**config.mk**
```make
export PLATFORM = sky130hd
export DESIGN_NAME = sram_bus_arbiter
export DESIGN_NICKNAME = d
export VERILOG_FILES = /design/src/rtl/sram_bus_arbiter.sv
export SDC_FILE = /design/constraint.sdc
export NUM_CORES = 1
export LEC_CHECK = 0
export CAP_MARGIN = 15
export CORE_AREA = 2 2 119 121
export DETAILED_ROUTE_END_ITERATION = 10
export DIE_AREA = 0 0 121 123
export PLACE_DENSITY = 0.58
export RECOVER_POWER = 25
export SYNTH_ARGS = -nofsm -noshare
export SYNTH_HDL_FRONTEND = slang
export SYNTH_SLANG_ARGS = --single-unit
```
**constraint.sdc**
```tcl
create_clock -name clk -period 1.2 [get_ports clk]
set_input_delay 0.24 -clock clk [delete_from_list [all_inputs] [get_ports clk]]
set_output_delay 0.24 -clock clk [all_outputs]
set_load 0.005 [all_outputs]
```
**src/rtl/sram_bus_arbiter.sv**
```systemverilog
// sram_bus_arbiter: shares one sram-like slave port between the instruction
// and data sram-like masters of the core. Only one transaction is in flight at
// a time. The grant is made one cycle before the address phase starts. A
// transaction that completes can hand the bus straight to the next requester
// with no idle cycle in between.
`timescale 1ns/1ps

module sram_bus_arbiter #(
  parameter int ADDR_W    = 32,
  parameter int DATA_W    = 32,
  parameter bit RR_ENABLE = 1'b0
) (
  input  logic              clk,
  input  logic              rst,
  // instruction master
  input  logic              inst_req,
  input  logic              inst_wr,
  input  logic [1:0]        inst_size,
  input  logic [ADDR_W-1:0] inst_addr,
  input  logic [DATA_W-1:0] inst_wdata,
  output logic [DATA_W-1:0] inst_rdata,
  output logic              inst_addr_ok,
  output logic              inst_data_ok,
  // data master
  input  logic              data_req,
  input  logic              data_wr,
  input  logic [1:0]        data_size,
  input  logic [ADDR_W-1:0] data_addr,
  input  logic [DATA_W-1:0] data_wdata,
  output logic [DATA_W-1:0] data_rdata,
  output logic              data_addr_ok,
  output logic              data_data_ok,
  // shared slave port
  output logic              bus_req,
  output logic              bus_wr,
  output logic [1:0]        bus_size,
  output logic [ADDR_W-1:0] bus_addr,
  output logic [DATA_W-1:0] bus_wdata,
  input  logic [DATA_W-1:0] bus_rdata,
  input  logic              bus_addr_ok,
  input  logic              bus_data_ok
);

  typedef enum logic [1:0] {
    IDLE = 2'd0,
    ADDR = 2'd1,
    DATA = 2'd2
  } state_t;

  state_t state_r;
  state_t state_nxt_s;
  logic   owner_r;          // 0 = inst, 1 = data
  logic   owner_nxt_s;
  logic   last_owner_r;
  logic   last_owner_nxt_s;
  logic   arb_s;
  logic   any_req_s;

  assign any_req_s = inst_req | data_req;

  // Read data goes to both masters; each qualifies it with its own data_ok.
  assign inst_rdata = bus_rdata;
  assign data_rdata = bus_rdata;

  // Arbitration: a lone requester wins; on a tie data wins, or the master
  // not granted last time wins when round-robin is enabled.
  always_comb begin
    arb_s = 1'b0;
    if (data_req && !inst_req) begin
      arb_s = 1'b1;
    end else if (inst_req && !data_req) begin
      arb_s = 1'b0;
    end else if (RR_ENABLE) begin
      arb_s = ~last_owner_r;
    end else begin
      arb_s = 1'b1;
    end
  end

  // Next-state and grant logic.
  always_comb begin
    state_nxt_s      = state_r;
    owner_nxt_s      = owner_r;
    last_owner_nxt_s = last_owner_r;
    case (state_r)
      IDLE: begin
        if (any_req_s) begin
          state_nxt_s      = ADDR;
          owner_nxt_s      = arb_s;
          last_owner_nxt_s = arb_s;
        end else begin
          state_nxt_s = IDLE;
        end
      end
      ADDR: begin
        // A data_ok seen here is stale and deliberately ignored.
        if (bus_addr_ok) begin
          state_nxt_s = DATA;
        end else begin
          state_nxt_s = ADDR;
        end
      end
      DATA: begin
        if (bus_data_ok) begin
          if (any_req_s) begin
            state_nxt_s      = ADDR;
            owner_nxt_s      = arb_s;
            last_owner_nxt_s = arb_s;
          end else begin
            state_nxt_s = IDLE;
          end
        end else begin
          state_nxt_s = DATA;
        end
      end
      default: begin
        state_nxt_s = IDLE;
      end
    endcase
  end

  // State, owner and round-robin history registers.
  always_ff @(posedge clk) begin
    if (rst) begin
      state_r      <= IDLE;
      owner_r      <= 1'b0;
      last_owner_r <= 1'b0;
    end else begin
      state_r      <= state_nxt_s;
      owner_r      <= owner_nxt_s;
      last_owner_r <= last_owner_nxt_s;
    end
  end

  // Bus request/attribute mux and handshake routing to the owner only.
  always_comb begin
    bus_req      = 1'b0;
    bus_wr       = 1'b0;
    bus_size     = 2'b00;
    bus_addr     = {ADDR_W{1'b0}};
    bus_wdata    = {DATA_W{1'b0}};
    inst_addr_ok = 1'b0;
    data_addr_ok = 1'b0;
    inst_data_ok = 1'b0;
    data_data_ok = 1'b0;
    if (!rst) begin
      case (state_r)
        ADDR: begin
          bus_req = 1'b1;
          if (owner_r) begin
            bus_wr       = data_wr;
            bus_size     = data_size;
            bus_addr     = data_addr;
            bus_wdata    = data_wdata;
            data_addr_ok = bus_addr_ok;
          end else begin
            bus_wr       = inst_wr;
            bus_size     = inst_size;
            bus_addr     = inst_addr;
            bus_wdata    = inst_wdata;
            inst_addr_ok = bus_addr_ok;
          end
        end
        DATA: begin
          if (owner_r) begin
            data_data_ok = bus_data_ok;
          end else begin
            inst_data_ok = bus_data_ok;
          end
        end
        IDLE: begin
          bus_req = 1'b0;
        end
        default: begin
          bus_req = 1'b0;
        end
      endcase
    end else begin
      bus_req = 1'b0;
    end
  end

endmodule
```
==> summary.txt <==
CTS
  • Root Driver: clkbuf_16
  • CTS HTree Levels: 1
  • CTS Hold Bufs: 0
  • Clock-pin slew on the worst setup and hold paths: 0.03 ns
  • CTS buffer count: 3
  • TritonCTS clock tree: built
  • Clock sink total: 3
  • CTS Buffer Depth: 2
  • Clock latency on the worst-skew pair: 0.23 ns

Timing
  • Pins over their slew limit: 0
  • Post-layout worst setup margin: -0.444 ns
  • Finish-stage setup viols: 73
  • Worst hold slack: 0.477 ns
  • Hold violation count in the final report: 0
  • RSZ-0062 raised after global routing: yes
  • Fin crit share: 137%
  • Worst clock skew: 0.00182 ns
  • Max frequency: 0.608 GHz
  • Slew @ Worst Pin: 0.268 ns
  • Worst slew margin: roughly four fifths
  • Final Critical Period: 1.64 ns

Floorplanning
  • # rows: 43
  • Height of the die: about 120 um
  • Total I/O pin count: slightly above 300
  • Core footprint: 0.0136 mm^2
  • Die width: 121 um
  • Die ar.: 0.0149 mm^2
  • Starting Density: 12.4%

Setup path
  • Critical path class: flop to output port
  • Worst setup SP type: flop
  • Worst r2r path cells: 6
  • Worst Path Required: between 0.9 and 1 ns
  • Crit end category: output port
  • Critical Path AT: between 1 and 1.5 ns
  • CP max FO: 7

Power and ir drop
  • Peak VDD IR: around 540 uV
  • P_sw: 867 uW
  • Clk pwr share: roughly 20%
  • Cell internal pwr: 1880 uW
  • Comb power frac: 75.4%
  • Switching share of power: 31.6%
  • PD cells: 617 mW/mm^2
  • Seq pwr share: roughly 5.0%
  • P_leak: 0.00188 uW
  • Power, Total: 2750 uW

Layout
  • Multi-input gate area: 0.00143 mm^2
  • Antenna diodes: 0
  • Post-route cell area: roughly 0.0044 mm^2
  • Register Area: 66.3 um^2
  • Post-Layout Cell Count: 610
  • Share of cells above drive strength 1: 53.5%
  • Nets: 603
  • Layout fillers: 1,443
  • Area Growth Syn to Fin: 164%

Detailed routing
  • # DRC: 0
  • Via/cell ratio: 3.81
  • DR vias: between 2,000 and 2,500
  • Routed wire length: approximately 9600 um
  • Antenna-violating nets left: 0
  • First-pass detailed-route iteration total: 4
  • Iter 0 DRT Violations: 54
  • Routed len/inst: between 15 and 20 um

Min path
  • Hold Crit Class: input pin to flop
  • Cells on Worst Hold Path: 3

Synth
  • Avg Cell Area, Syn: 7.14 um^2
  • Seq/Total Area, Yosys: under 10%
  • Synthesized area: 0.00168 mm^2
  • Syn_nets: 408
  • Cell taking the most area after synthesis: mux2i_1
  • Synth Instances: 236
  • Synth cell types: 18
  • Post-synth top area share: 39.8%
  • Synthesis warning total: 0
  • Seq cells post-synth: 3
  • Synth area leaders: mux2i_1 40%, buf_4 31%, nor2_1 16%, dfxtp_1 3.6%, buf_6 2.0%

Global routing
  • Global route overflow: 0
  • Antenna violations before repair: 0
  • Global-route wire length before repair: approximately 13,000 um
  • Largest net degree at the start of global routing: 17
  • Gr usage total: 11.2%
  • Vias in the first global route: about 2,300

Outcome
  • Status: complete, but fails checks
  • Violated checks: setup timing

Placement
  • HPWL after DPL: ~6100 um
  • Placer Congestion: approximately 0.74
  • IO Port Bufs: 211
  • Dpl cell area: about 0.0036 mm^2
  • Inst Count DP: between 500 and 600
  • Pre-CTS setup slack: -0.850 ns

Flow run
  • Max cap viols: 0
-- placed cells by master (no fill, tap or decap), drive strengths merged --
cell / n
nand3b: 2
dlygate4sd2: 1
and3: 2
dfxtp: 3
nor2: 70
nand3: 1
clkdlybuf4s50: 138
o311ai: 1
o21ai: 1
a21oi: 1
inv: 5
nor2b: 1
buf: 129
clkbuf: 5
mux2i: 67
o22ai: 1
o41ai: 1
nand2b: 1
-- cells in the mapped netlist --
cell / number
o41ai_1: 1
buf_2: 6
o311ai_0: 1
a21oi_1: 1
inv_1: 5
nand2b_1: 1
nand3b_1: 1
and3_1: 2
buf_4: 70
buf_6: 3
o21ai_0: 1
nand3b_2: 1
dfxtp_1: 3
nor2_1: 70
o22ai_1: 1
nand3_1: 1
mux2i_1: 67
nor2b_1: 1
-- power groups by stage --
stage          logic, uW  clock network (uW)  registers (uW)
3_3_place_gp        1340                   0             139
4_1_cts             1870                 548             134
3_5_place_dp        1360                   0             138
5_1_grt             2190                 556             139
6_report            2070                 540             137
2_1_floorplan        698                   0             119
-- metal layers --
metal / vias to the layer above / wire [um] / global-route usage [%]
li1: 1105 / - / -
met1: 1056 / 3490 / 12.6
met2: 132 / 4900 / 20.2
met3: 31 / 846 / 2.54
met4: 0 / 329 / 5.23
met5: - / 0 / 0
-- cell type report --
class	count	area share (%)
timing repair buffer	269	58.9
inverter	5	0.534
tap	180	5.06
multi-input combinational	149	32.2
sequential	3	1.49
clock buffer	4	1.77
-- final timing paths --
kind	start	to	slack (ns)
setup / recovery	owner_r$_SDFFE_PP0P_	bus_wdata[17]	-0.44
hold / removal	rst	state_r[1]$_SDFF_PP0_	0.48
setup reg to reg	state_r[1]$_SDFF_PP0_	state_r[0]$_SDFF_PP0_	-0.03
hold reg to reg	state_r[0]$_SDFF_PP0_	owner_r$_SDFFE_PP0P_	0.62
-- worst max-delay path, stage by stage (launching register included) --
cell,delay (ns)
dfxtp_4,0.44
buf_8,0.16
buf_12,0.15
mux2i_4,0.24
nor2_1,0.05
buf_2,0.12
-- flip-flops by register name, indices dropped and copies added (netlist names) --
| register | count |
|---|---|
| owner_r | 1 |
| state_r | 2 |
-- stage by stage --
stage / utilization (%) / setup TNS [ns]
final: 32.7 / -26.16
after global routing: 32.7 / -29.78
after CTS: 31.0 / -26.67
after detailed placement: 26.4 / -58.73
after global placement: 26.4 / -56.86
after floorplan: - / 0
-- logic make-up (layout without fill, tap and decap cells) --
group	Yosys count	count (layout)	share of synthesized area (%)
AOI/OAI and AO/OA	5	5	2.01
buffers and inverters	84	278	36.1
DFF	3	3	3.57
muxes	67	67	39.8
and+or+nand+nor	77	77	18.5
-- what timing repair did --
action / CTS / global route
gates resized for setup: 379 / 78
endpoints found under the setup margin: 72 / 74
buffers inserted: 29 / 5
pin swaps: 8 / 9
gates cloned: 10 / 1
No activity file was read; power rests on OpenSTA's default activity.
